--- src/rtl/inst_prefetch.sv ---
// Instruction prefetch: sequential word fetch over a req/gnt bus, FIFO of returned words, redirect flush.
// Define INST_PREFETCH_MISALIGN_EN to add o_misaligned and halt on misaligned redirect targets.
module inst_prefetch #(
  parameter int unsigned DEPTH    = 4,
  parameter logic [31:0] RESET_PC = 32'h0000_0000
) (
  input  logic        i_clk,
  input  logic        i_rst_n,
  input  logic        i_redirect,
  input  logic [31:0] i_redirect_pc,
  output logic        o_mem_req,
  output logic [31:0] o_mem_addr,
  input  logic        i_mem_gnt,
  input  logic        i_mem_rvalid,
  input  logic [31:0] i_mem_rdata,
  output logic        o_inst_valid,
  output logic [31:0] o_inst,
  output logic [31:0] o_inst_pc,
`ifdef INST_PREFETCH_MISALIGN_EN
  output logic        o_misaligned,
`endif
  input  logic        i_inst_ready
);

  localparam int unsigned PW = $clog2(DEPTH);
  localparam int unsigned CW = PW + 1;

  typedef enum logic [1:0] {StIdle, StRun, StFlush, StHalt} state_e;

  state_e        state_q, state_d;
  logic [31:0]   fpc_q, fpc_d;
  logic [31:0]   head_pc_q, head_pc_d;
  logic [PW-1:0] rd_ptr_q, rd_ptr_d;
  logic [PW-1:0] wr_ptr_q, wr_ptr_d;
  logic [CW-1:0] count_q, count_d;
  logic [CW-1:0] out_q, out_d;
  logic [CW-1:0] disc_q, disc_d;
  logic [31:0]   inst_q, inst_d;
  logic [31:0]   inst_pc_q, inst_pc_d;
  logic [31:0]   mem_q [DEPTH];
  logic [31:0]   mem_d [DEPTH];
  logic          misaligned_q, misaligned_d;

  logic [CW-1:0] used;
  logic [31:0]   redir_pc;
  logic          halted, grant, accept, push, pop;

  always_comb begin
    redir_pc     = i_redirect_pc & 32'hFFFF_FFFC;
    halted       = (state_q == StHalt);
    used         = count_q + out_q + disc_q;
    o_mem_req    = (state_q != StIdle) && !halted && (used < CW'(DEPTH)) && !i_redirect;
    o_mem_addr   = fpc_q;
    o_inst_valid = (count_q != '0) && !halted;
    o_inst       = inst_q;
    o_inst_pc    = inst_pc_q;
    grant        = o_mem_req && i_mem_gnt;
    accept       = i_mem_rvalid && (disc_q == '0);
    push         = accept && !i_redirect;
    pop          = o_inst_valid && i_inst_ready && !i_redirect;
  end

  always_comb begin
    fpc_d     = fpc_q;
    head_pc_d = head_pc_q;
    rd_ptr_d  = rd_ptr_q;
    wr_ptr_d  = wr_ptr_q;
    count_d   = count_q;
    out_d     = out_q;
    disc_d    = disc_q;
    mem_d     = mem_q;
    if (i_redirect) begin
      fpc_d     = redir_pc;
      head_pc_d = redir_pc;
      rd_ptr_d  = '0;
      wr_ptr_d  = '0;
      count_d   = '0;
      out_d     = '0;
      // Everything still in flight becomes stale; a same-cycle response is one of them.
      disc_d    = out_q + disc_q - CW'(i_mem_rvalid);
    end else begin
      if (grant) fpc_d = fpc_q + 32'd4;
      out_d = out_q + CW'(grant) - CW'(accept);
      if (i_mem_rvalid && (disc_q != '0)) disc_d = disc_q - CW'(1);
      if (push) begin
        mem_d[wr_ptr_q] = i_mem_rdata;
        wr_ptr_d        = wr_ptr_q + PW'(1);
      end
      if (pop) begin
        rd_ptr_d  = rd_ptr_q + PW'(1);
        head_pc_d = head_pc_q + 32'd4;
      end
      count_d = count_q + CW'(push) - CW'(pop);
    end
  end

  // Head registers track the entry that will be at the FIFO head next cycle; held when empty.
  always_comb begin
    inst_d    = inst_q;
    inst_pc_d = inst_pc_q;
    if (count_d != '0) begin
      inst_pc_d = head_pc_d;
      if ((count_q - CW'(pop)) == '0) inst_d = i_mem_rdata;
      else                            inst_d = mem_q[rd_ptr_d];
    end
  end

  always_comb begin
    state_d      = state_q;
    misaligned_d = misaligned_q;
    case (state_q)
      StIdle:  state_d = StRun;
      StRun:   if (i_redirect && (disc_d != '0)) state_d = StFlush;
      StFlush: if (!i_redirect && (disc_d == '0)) state_d = StRun;
      StHalt:  state_d = StHalt;
      default: state_d = StIdle;
    endcase
`ifdef INST_PREFETCH_MISALIGN_EN
    if (i_redirect) begin
      if (i_redirect_pc[1:0] != 2'b00) begin
        state_d      = StHalt;
        misaligned_d = 1'b1;
      end else if (halted) begin
        state_d      = (disc_d != '0) ? StFlush : StRun;
        misaligned_d = 1'b0;
      end
    end
`endif
  end

`ifdef INST_PREFETCH_MISALIGN_EN
  assign o_misaligned = misaligned_q;
`endif

  always_ff @(posedge i_clk or negedge i_rst_n) begin
    if (!i_rst_n) begin
      state_q      <= StIdle;
      fpc_q        <= RESET_PC;
      head_pc_q    <= RESET_PC;
      rd_ptr_q     <= '0;
      wr_ptr_q     <= '0;
      count_q      <= '0;
      out_q        <= '0;
      disc_q       <= '0;
      inst_q       <= '0;
      inst_pc_q    <= RESET_PC;
      misaligned_q <= 1'b0;
    end else begin
      state_q      <= state_d;
      fpc_q        <= fpc_d;
      head_pc_q    <= head_pc_d;
      rd_ptr_q     <= rd_ptr_d;
      wr_ptr_q     <= wr_ptr_d;
      count_q      <= count_d;
      out_q        <= out_d;
      disc_q       <= disc_d;
      inst_q       <= inst_d;
      inst_pc_q    <= inst_pc_d;
      misaligned_q <= misaligned_d;
    end
  end

  always_ff @(posedge i_clk) begin
    mem_q <= mem_d;
  end

endmodule
--- config.mk ---
export PLATFORM = sky130hd
export DESIGN_NAME = inst_prefetch
export DESIGN_NICKNAME = d
export VERILOG_FILES = /design/src/rtl/inst_prefetch.sv
export SDC_FILE = /design/constraint.sdc
export NUM_CORES = 1
export LEC_CHECK = 0
export ABC_AREA = 1
export CAP_MARGIN = 20
export CORE_MARGIN = 2
export CORE_UTILIZATION = 40
export DETAILED_ROUTE_END_ITERATION = 7
export PLACE_DENSITY = 0.72
export SETUP_SLACK_MARGIN = 0.02
export SYNTH_ARGS = -nofsm -noshare
export SYNTH_HDL_FRONTEND = slang
export SYNTH_SLANG_ARGS = --single-unit
--- constraint.sdc ---
create_clock -name i_clk -period 4.5 [get_ports i_clk]
set_clock_uncertainty 0.1 [all_clocks]
set_input_delay 1.35 -clock i_clk [delete_from_list [all_inputs] [get_ports i_clk]]
set_output_delay 1.35 -clock i_clk [all_outputs]
set_load 0.01 [all_outputs]
==> results.ini <==
[timing]
setup_viol = 0
fin_setup_tns_ns = 0
slew_violations = 0
fin_ws_ns = 0.151
rsz0062_at_grt = no
fmax_ghz = 0.230
relSlewSlack_pct = 50.3
finalCritPeriodShare_pct = 96.7
hold_viol_final = 0
fin_crit_ns = 4.35
tightest_slew_ns = 0.744

[detailed_routing]
vias = 11600
wl_per_cell_um = 16.5
drc = 0
routed_wirelength_um = 38000
antenna_left = 0
viasPerCell = 5.04
firstDrtPassIters = 5
drtIter0Drc = 896

[placement]
dp_hpwl_um = 25600
place_ws_ns = 0.117
place_congestion = 0.970
io_buffers = 163
place_inst = 2252

[worst_setup_path]
rr_endpoint = o_inst_pc[9]$_DFFE_PN0P_
path_cells = inv_1 > fa_1 > xnor2_2 > xor2_1 > nand2_1 > nand2_1 > nor2_1 > clkdlybuf4s50_1
r2r_slack_ns = 1.26
crit_slowest_cell = clkdlybuf4s50_1
cp_top_family = buffers and inverters
r2r-start = disc_q[1]$_DFF_PN0_
cp-start-kind = flip-flop
critPathBufInv = 2
crit_type = flip-flop to output pin
arrival_ns = 2.90
slowest_delay_ns = 0.60
reg2reg_depth = 16
worstPathMaxFanout = 4
crit_top_cell = nand2_1
critPathCaptureType = output pin
required_ns = 3.05

[grt]
grt_first_pass_wirelength_um = 60100
grt_usage_pct = 21.2
grt_pass1_vias = 11400
antenna_found_initial = 2
overflow = 0
grt_max_degree = 75

[power_and_ir_drop]
p_switching_mw = 3.89
p_seq_share_pct = 34.8
switching_share_pct = 38.4
peakVddDrop_mv = 0.367
powerDensity_nw_per_um2 = 601
p_comb_share_pct = 41.0
p_leak_nw = 7.54
fin_total_pwr_mw = 10.1
p_clk_share_pct = 24.2
p_int_mw = 6.25

[final_layout]
diodes = 0
drive_gt1_share_pct = 5.81
layout.cells.most_common_list = 675 x nand2_1, 176 x nor2_1, 161 x clkdlybuf4s50_1
fillCellCount = 3168
fin_util_pct = 50.2
stdcell_count = 2308
mostFrequentLayoutCell = nand2_1
fin_nets = 1931
regArea_um2 = 7370
multi_input_area_um2 = 5510
syn_to_final_growth_pct = 23.1

[worst_hold_path]
hold_end = o_inst_pc[21]$_DFFE_PN0P_
whs_path_depth = 2
min_path_type = flip-flop to flip-flop
min_from = o_inst_pc[21]$_DFFE_PN0P_

[synthesis]
syn_area_um2 = 13700
synth_cell_type_count = 35
synth_warnings = 0
netlist.area_leader.share_pct = 28.0
synth-seq-cells = 269
synth_top_area_cell = edfxtp_1
ys_top_cells_by_area = edfxtp_1 28%, dfrtp_1 26%, nand2_1 19%, nand3_1 5.7%, nor2_1 4.9%
synthCells = 1677
syn_area_per_cell_um2 = 8.18
synth-seq-area-share_pct = 53.8

[die]
dieArea_um2 = 35800
fp.dieW_um = 189
rows = 67
start_util_pct = 40.8
die_h_um = 189
core_um2 = 33600
ios = 168

[run_status]
outcome = complete, no violations

[clocking]
ctsHtreeMaxLevel = 1
tritoncts_num_sinks = 269
insertion_delay_ns = 0.59
cts_buffers = 30
clkTransAtPathRegs_ns = 0.06
clock_path_buffers = 3
cts_root_buf = clkbuf_16
cts_tree = yes

[run]
maxCapViolCount = 0

-- cell type report --
type | count | area share, %
clock buffers | 41 | 4.93
clock inverters | 15 | 0.986
inverters | 139 | 3.10
multi-input cells | 1202 | 32.6
flip-flops and latches | 269 | 43.7
well taps | 448 | 3.32
repair buffers | 194 | 11.4
-- timing repair --
action	CTS	global route
buffers inserted	0	0
hold buffers	0	0
resized for setup	0	1
endpoints found under the setup margin	0	1
-- Yosys cell counts --
cell type,instances
nand2_1,677
nor2_1,180
nand3_1,156
dfrtp_1,141
inv_1,135
edfxtp_1,128
nand3b_1,36
o21ai_0,29
buf_2,21
ha_1,21
xor2_1,19
clkbuf_1,17
nand4_1,15
buf_1,14
buf_4,11
o21ai_1,11
xnor2_1,10
a21oi_1,8
a31oi_1,8
nor3_1,8
buf_6,5
fa_1,4
inv_2,4
nor2_2,3
or2_2,3
nand2_2,2
nand3_2,2
o21bai_1,2
a21oi_2,1
conb_1,1
nand2_4,1
nand3_4,1
nand4_4,1
o22ai_1,1
xor2_2,1
-- worst max-delay path by stage --
stage,start,end,slack [ns],depth (start not counted)
6_report,count_q[1]$_DFF_PN0_,o_mem_req,0.15,8
3_5_place_dp,i_mem_rvalid,o_inst_pc[9]$_DFFE_PN0P_,0.12,15
4_1_cts,count_q[1]$_DFF_PN0_,o_mem_req,0.1,8
3_3_place_gp,i_mem_rvalid,o_inst_pc[2]$_DFFE_PN0P_,0.22,15
2_1_floorplan,i_redirect,o_inst[10]$_DFFE_PN0P_,0.58,17
5_1_grt,count_q[1]$_DFF_PN0_,o_mem_req,0.03,8
-- worst reg2reg max path: stages (launching register included) --
cell and delay [ns]:
dfrtp_1 0.37, inv_1 0.15, ha_1 0.20, nand3_1 0.14, nor2_1 0.19, inv_1 0.09, ha_1 0.27, inv_1 0.04
ha_1 0.17, inv_1 0.07, fa_1 0.42, nor2_1 0.14, nor2_1 0.07, nand2_1 0.11, buf_4 0.39, nor2_1 0.09
a31oi_1 0.16
-- cell families (layout without fill, tap and decap cells) --
group | after synthesis | in the layout | synth area share (%)
buf+inv | 207 | 389 | 6.43
fa+ha+maj | 25 | 25 | 2.50
flops | 269 | 269 | 53.8
other cells | 1 | 2 | 0.0273
simple gates | 1085 | 1085 | 33.0
compound gates | 60 | 60 | 2.34
xor+xnor | 30 | 30 | 1.97
-- power by group through the flow --
stage / Combinational, mW / Clock [mW] / Sequential, mW
finish: 4.16 / 2.45 / 3.54
global route: 4.67 / 2.61 / 3.59
CTS: 4.20 / 2.51 / 3.53
detailed placement: 4.17 / 0 / 3.57
global placement: 4.06 / 0 / 3.56
floorplan: 2.34 / 0 / 3.61
-- layer usage --
metal	vias up	track usage [%]	part of all wire, %	wire, µm
met5	-	0	0.071	27
met4	4	6.31	3.0	1130
met3	67	4.08	7.4	2820
met2	435	35.3	47	17800
met1	5480	28.0	43	16200
li1	5647	-	-	-
-- per-stage QoR --
stage          instance area, µm²  hold slack [ns]
6_report                    16900            0.378
5_1_grt                     16900            0.399
4_1_cts                     16900            0.380
3_5_place_dp                15900            0.364
3_3_place_gp                15900            0.361
2_1_floorplan               13700            0.359
-- registers in the layout, indices dropped and copies added (netlist names) --
| register | count |
|---|---|
| count_q | 3 |
| disc_q | 3 |
| head_pc_q | 32 |
| mem_q | 128 |
| o_inst | 32 |
| o_inst_pc | 32 |
| o_mem_addr | 30 |
| out_q | 3 |
| rd_ptr_q | 2 |
| state_q | 2 |
| wr_ptr_q | 2 |
Note: power is estimated with default switching activity, not from simulation.
==> RTL change 1: new RTL, same settings <==
`DEPTH`: 4 -> 8.
--- a/src/rtl/inst_prefetch.sv
+++ b/src/rtl/inst_prefetch.sv
@@ -3,3 +3,3 @@
 module inst_prefetch #(
-  parameter int unsigned DEPTH    = 4,
+  parameter int unsigned DEPTH    = 8,
   parameter logic [31:0] RESET_PC = 32'h0000_0000
Check against the original RTL: same outputs for any inputs over 4 cycles, from zero or initial values and one cycle with i_rst_n low; that may be too few to reach the edited logic, so the function may still have changed.
==> RTL change 1 against the unedited design <==
Fmax rose by 2.7%. Count of clock-buffer cells in the layout increased by 27. Power increased by 44%. Synthesized area is 44% higher. Wire length increased by 51%. Sequential power up 40%. Via count up 39%. Sequential share of layout area grew 3.9 points. Synthesized cell count grew 32%. Sequential cell count is 133 higher. Setup slack better by 0.11 ns. Design area is 41% higher. Critical endpoint unchanged. Highest routed layer unchanged.
==> RTL change 1: results (changes against the unedited design) <==
stage,metric,value,unit,change
cts,worst-skew pair later-pin latency,0.59,ns,about the same
synth,sequential share of the synthesized area,57.44,%,was 53.76%
drt,via density per instance,5.272,,was 5.040
placed_design,post-place instance area,0.02238,sq mm,was 0.01588 sq mm
placed_design,dpl hpwl,36.34,mm,was 25.59 mm
cts,CTS buffer count,44,,was 30
cts,post-CTS sizing,2,,was 0
outcome,status,"complete, no violations",,unchanged
global_routing,largest net degree at the start of global routing,95,,was 75
power,Pleak,10.45,nW,was 7.542 nW
layout,max reg flops,256,,was 128
cts,Clock Root Buffer,clkbuf_16,,unchanged
global_routing,vias in the first global route,15860,,"was 11,360"
sta,max_slew headroom,44.13,%,was 50.31%
cts,htree depth,2,,was 1
setup_path,largest fanout on the critical path,2,,was 4
cts,Setup Buffers After CTS,0,,unchanged
power,maximum vdd ir drop,0.4255,mV,was 0.3666 mV
placed_design,gp weighted congestion,0.9349,,was 0.9698
global_routing,first-pass GRT wire length,87.98,mm,was 60.09 mm
synth,Synth Area in XOR/XNOR,1.331,%,was 1.971%
layout,nets,2466,,"was 1,931"
global_routing,initial antenna violation count,2,,unchanged
drt,Post-Route WL,57.24,mm,was 37.99 mm
cts,"Reg clk slew, reported paths",0.06,ns,about the same
layout,share of layout cells above drive strength 1,6.678,%,was 5.806%
layout,Fillers,4489,,"was 3,168"
synth,Most used DFF post-synth,edfxtp_1,,was dfrtp_1
synth,adder-cell share of the synthesized area,2.345,%,was 2.500%
synth,Post-synth EDFFs,256,,was 128
layout,Final Util,48.82,%,was 50.22%
placed_design,dpl ws,-0.04877,ns,was 0.1173 ns
sta,Sum Neg Setup Slack,0,ns,unchanged
global_routing,total track usage,22.29,%,was 21.17%
drt,DRT Pass-1 Iters,7,,was 5
synth,synth cell count leaders,"nand2_1 (539), inv_1 (350), nand3_1 (294)",,"was nand2_1 (677), nor2_1 (180), nand3_1 (156)"
synth,Area contributors post-synth,"edfxtp_1 (39%), dfrtp_1 (19%), nand2_1 (10%)",,"was edfxtp_1 (28%), dfrtp_1 (26%), nand2_1 (19%)"
setup_path,CP Data Arrival Time,2.79,ns,was 2.90 ns
synth,Compound-Gate Fraction of Synth Area,4.106,%,was 2.336%
synth,post-synth cell types,43,,was 35
synth,mux share of post-synthesis cell area,0.05070,%,was 0%
synth,Post-synth ARST share,36.32,%,was 52.42%
drt,drt initial violations,1461,,was 896
flow_run,maxcap violations,0,,unchanged
die,Starting Density,40.42,%,was 40.79%
==> RTL change 1: cell type report <==
| class | count | share of cell area (%) |
|---|---|---|
| clock buffer | 68 | 5.415 |
| clock inverter | 12 | 0.7346 |
| inverter | 355 | 5.604 |
| multi-input combinational | 1341 | 27.87 |
| sequential | 402 | 47.56 |
| tap | 664 | 3.484 |
| timing repair buffer | 218 | 9.339 |
==> RTL change 1: worst paths after layout <==
path                                          startpoint                    endpoint  slack, ns  cells after the start
worst max-delay path                count_q[2]$_DFF_PN0_                   o_mem_req       0.26                      7
worst min-delay path            o_inst_pc[0]$_DFFE_PN0P_    o_inst_pc[0]$_DFFE_PN0P_       0.37                      2
worst max register to register       disc_q[0]$_DFF_PN0_      o_inst[19]$_DFFE_PN0P_       1.01                     20
worst min register to register  o_inst_pc[0]$_DFFE_PN0P_    o_inst_pc[0]$_DFFE_PN0P_       0.37                      2
max in group asynchronous                        i_rst_n       o_inst[8]$_DFFE_PN0P_       2.61                      2
min in group asynchronous                        i_rst_n  o_mem_addr[20]$_DFFE_PN0N_       0.68                      1
==> RTL change 1: metal layers <==
metal  share of wire, %  global-route usage, %  vias to the layer above
li1                   -                      -                     7570
met1                 41                  28.45                     7733
met2                 48                  37.72                      707
met3                7.8                  3.981                      118
met4                3.3                  8.553                        4
met5              0.049                      0                        -
==> RTL change 1: power breakdown <==
group	leakage [nW]	switching, W	internal (W)
registers	4.08	0.000492	0.00448
clock network	0.710	0.00152	0.00211
logic	5.65	0.00370	0.00233
total	10.4	0.00572	0.00892
==> RTL change 1: stage by stage <==
stage / instances / total power [W]
6_report: 3060 / 0.01464
4_1_cts: 3060 / 0.01470
3_5_place_dp: 2980 / 0.01105
2_1_floorplan: 2208 / 0.008447
5_1_grt: 3060 / 0.01553
3_3_place_gp: 2980 / 0.01082
==> RTL change 1: cells by family (layout without fill, tap and decap cells) <==
family | Yosys count | in the layout
simple gates | 1121 | 1121
buf+inv | 465 | 653
flops | 402 | 402
compound gates | 153 | 153
fa+ha+maj | 34 | 34
xor+xnor | 30 | 30
other cells | 1 | 2
mux | 1 | 1
==> RTL change 1: worst max-delay path, stage by stage, from the launching register on <==
cell           delay, ns
dfrtp_1             0.42
fa_1                0.50
ha_1                0.30
a31oi_1             0.19
xor2_1              0.23
nand2_1             0.10
nor2_2              0.17
dlygate4sd2_1       0.30
==> RTL change 2: new RTL, same flow settings <==
Without the edit above. Encoding of `state_e`: now one-hot (4 bits for 4 states).
--- a/src/rtl/inst_prefetch.sv
+++ b/src/rtl/inst_prefetch.sv
@@ -27,3 +27,3 @@
 
-  typedef enum logic [1:0] {StIdle, StRun, StFlush, StHalt} state_e;
+  typedef enum logic [3:0] {StIdle = 4'b0001, StRun = 4'b0010, StFlush = 4'b0100, StHalt = 4'b1000} state_e;
 
Function: same outputs for any inputs over 4 cycles, from zero or initial values and one cycle with i_rst_n low; so few cycles prove little.
==> RTL change 2 against the unedited design <==
Count of clock-buffer cells in the layout fell by 2. Power up 0.93%. Wire length shrank 2.1%. Sequential cell count grew 2. Global-route usage down 0.59 points. Synthesized area is 0.54% higher. First-iteration DRC count up 11%. Die area grew 0.53%. Largest cell class unchanged. Fmax rose by 3.5%. Utilization about the same. Design area increased by 0.19%. Critical endpoint unchanged. Setup slack improved by 0.15 ns.
==> RTL change 2: results (changes against the unedited design) <==
stage,metric,value,unit,change
synth,sequential share of the synthesized area,53.84,%,was 53.76%
global_routing,first-pass GRT wire length,59.22,mm,was 60.09 mm
power,Pleak,7.723,nW,was 7.542 nW
synth,Gate Count Post-Synth,1705,,"was 1,677"
sta,worst hold margin,0.3698,ns,was 0.3777 ns
synth,Area contributors post-synth,"edfxtp_1 (28%), dfrtp_1 (26%), nand2_1 (18%)",,"was edfxtp_1 (28%), dfrtp_1 (26%), nand2_1 (19%)"
global_routing,GR Layer Usage met3,3.708,%,was 4.078%
placed_design,gp weighted congestion,0.9139,,was 0.9698
global_routing,vias in the first global route,11320,,"was 11,360"
hold_path,WHS Endpoint,o_inst_pc[1]$_DFFE_PN0P_,,was o_inst_pc[21]$_DFFE_PN0P_
placed_design,dpl hpwl,24.83,mm,was 25.59 mm
drt,WL/cell,15.96,um,was 16.46 um
drt,Routed met3 length,2.605,mm,was 2.822 mm
placed_design,dpl ws,0.1155,ns,was 0.1173 ns
outcome,status,"complete, no violations",,unchanged
global_routing,largest net degree at the start of global routing,83,,was 75
power,switching part of the total,38.35,%,was 38.36%
synth,post-synth cell types,41,,was 35
setup_path,CP peak stage delay,0.54,ns,was 0.60 ns
cts,worst-skew pair later-pin latency,0.56,ns,was 0.59 ns
global_routing,initial antenna violation count,4,,was 2
setup_path,Worst Setup EP,o_mem_req,,unchanged
layout,nets,1950,,"was 1,931"
placed_design,post-place instance area,0.01589,sq mm,was 0.01588 sq mm
cts,Setup Buffers After CTS,0,,unchanged
power,maximum vdd ir drop,0.5425,mV,was 0.3666 mV
synth,Synth top area share,27.88,%,was 28.03%
sta,Fmax achieved,0.2379,GHz,was 0.2299 GHz
synth,synth cell count leaders,"nand2_1 (677), nor2_1 (181), nand3_1 (176)",,"was nand2_1 (677), nor2_1 (180), nand3_1 (156)"
drt,via count,11680,,"was 11,630"
drt,drt initial violations,993,,was 896
setup_path,r2r setup slk,1.33,ns,was 1.26 ns
global_routing,grt met1 use,26.61,%,was 27.98%
synth,Post-synth ARST share,52.77,%,was 52.42%
setup_path,R2R cell count,18,,was 16
drt,via density per instance,5.007,,was 5.040
hold_path,hold path startpoint,o_inst_pc[1]$_DFFE_PN0P_,,was o_inst_pc[21]$_DFFE_PN0P_
global_routing,grt met2 use,35.19,%,was 35.35%
drt,M1 wire length,15.59,mm,was 16.17 mm
power,switching power,0.003928,W,was 0.003893 W
setup_path,reg2reg end,o_inst[29]$_DFFE_PN0P_,,was o_inst_pc[9]$_DFFE_PN0P_
global_routing,total track usage,20.58,%,was 21.17%
-- RTL change 2: cell families (layout without fill, tap and decap cells) --
family | count (synthesis) | in the layout | share of synthesized area (%)
buffers and inverters | 237 | 414 | 7.333
other | 1 | 3 | 0.02720
AND/OR/NAND/NOR | 1080 | 1080 | 32.21
multiplexers | 1 | 1 | 0.07260
flip-flops | 271 | 271 | 53.84
XOR/XNOR | 29 | 29 | 1.842
adder cells (fa/ha/maj) | 21 | 21 | 2.124
AO/OA/AOI/OAI | 65 | 65 | 2.550
-- RTL change 2: area by class of cell --
cell class	instances	area, sq um
Fill cell	3139	16780
Sequential cell	271	7423
Multi-Input combinational cell	1198	5394
Timing Repair Buffer	188	1866
Clock buffer	39	849.6
Inverter	170	641.9
Tap cell	448	560.5
Clock inverter	17	177.7
Antenna cell	1	2.502
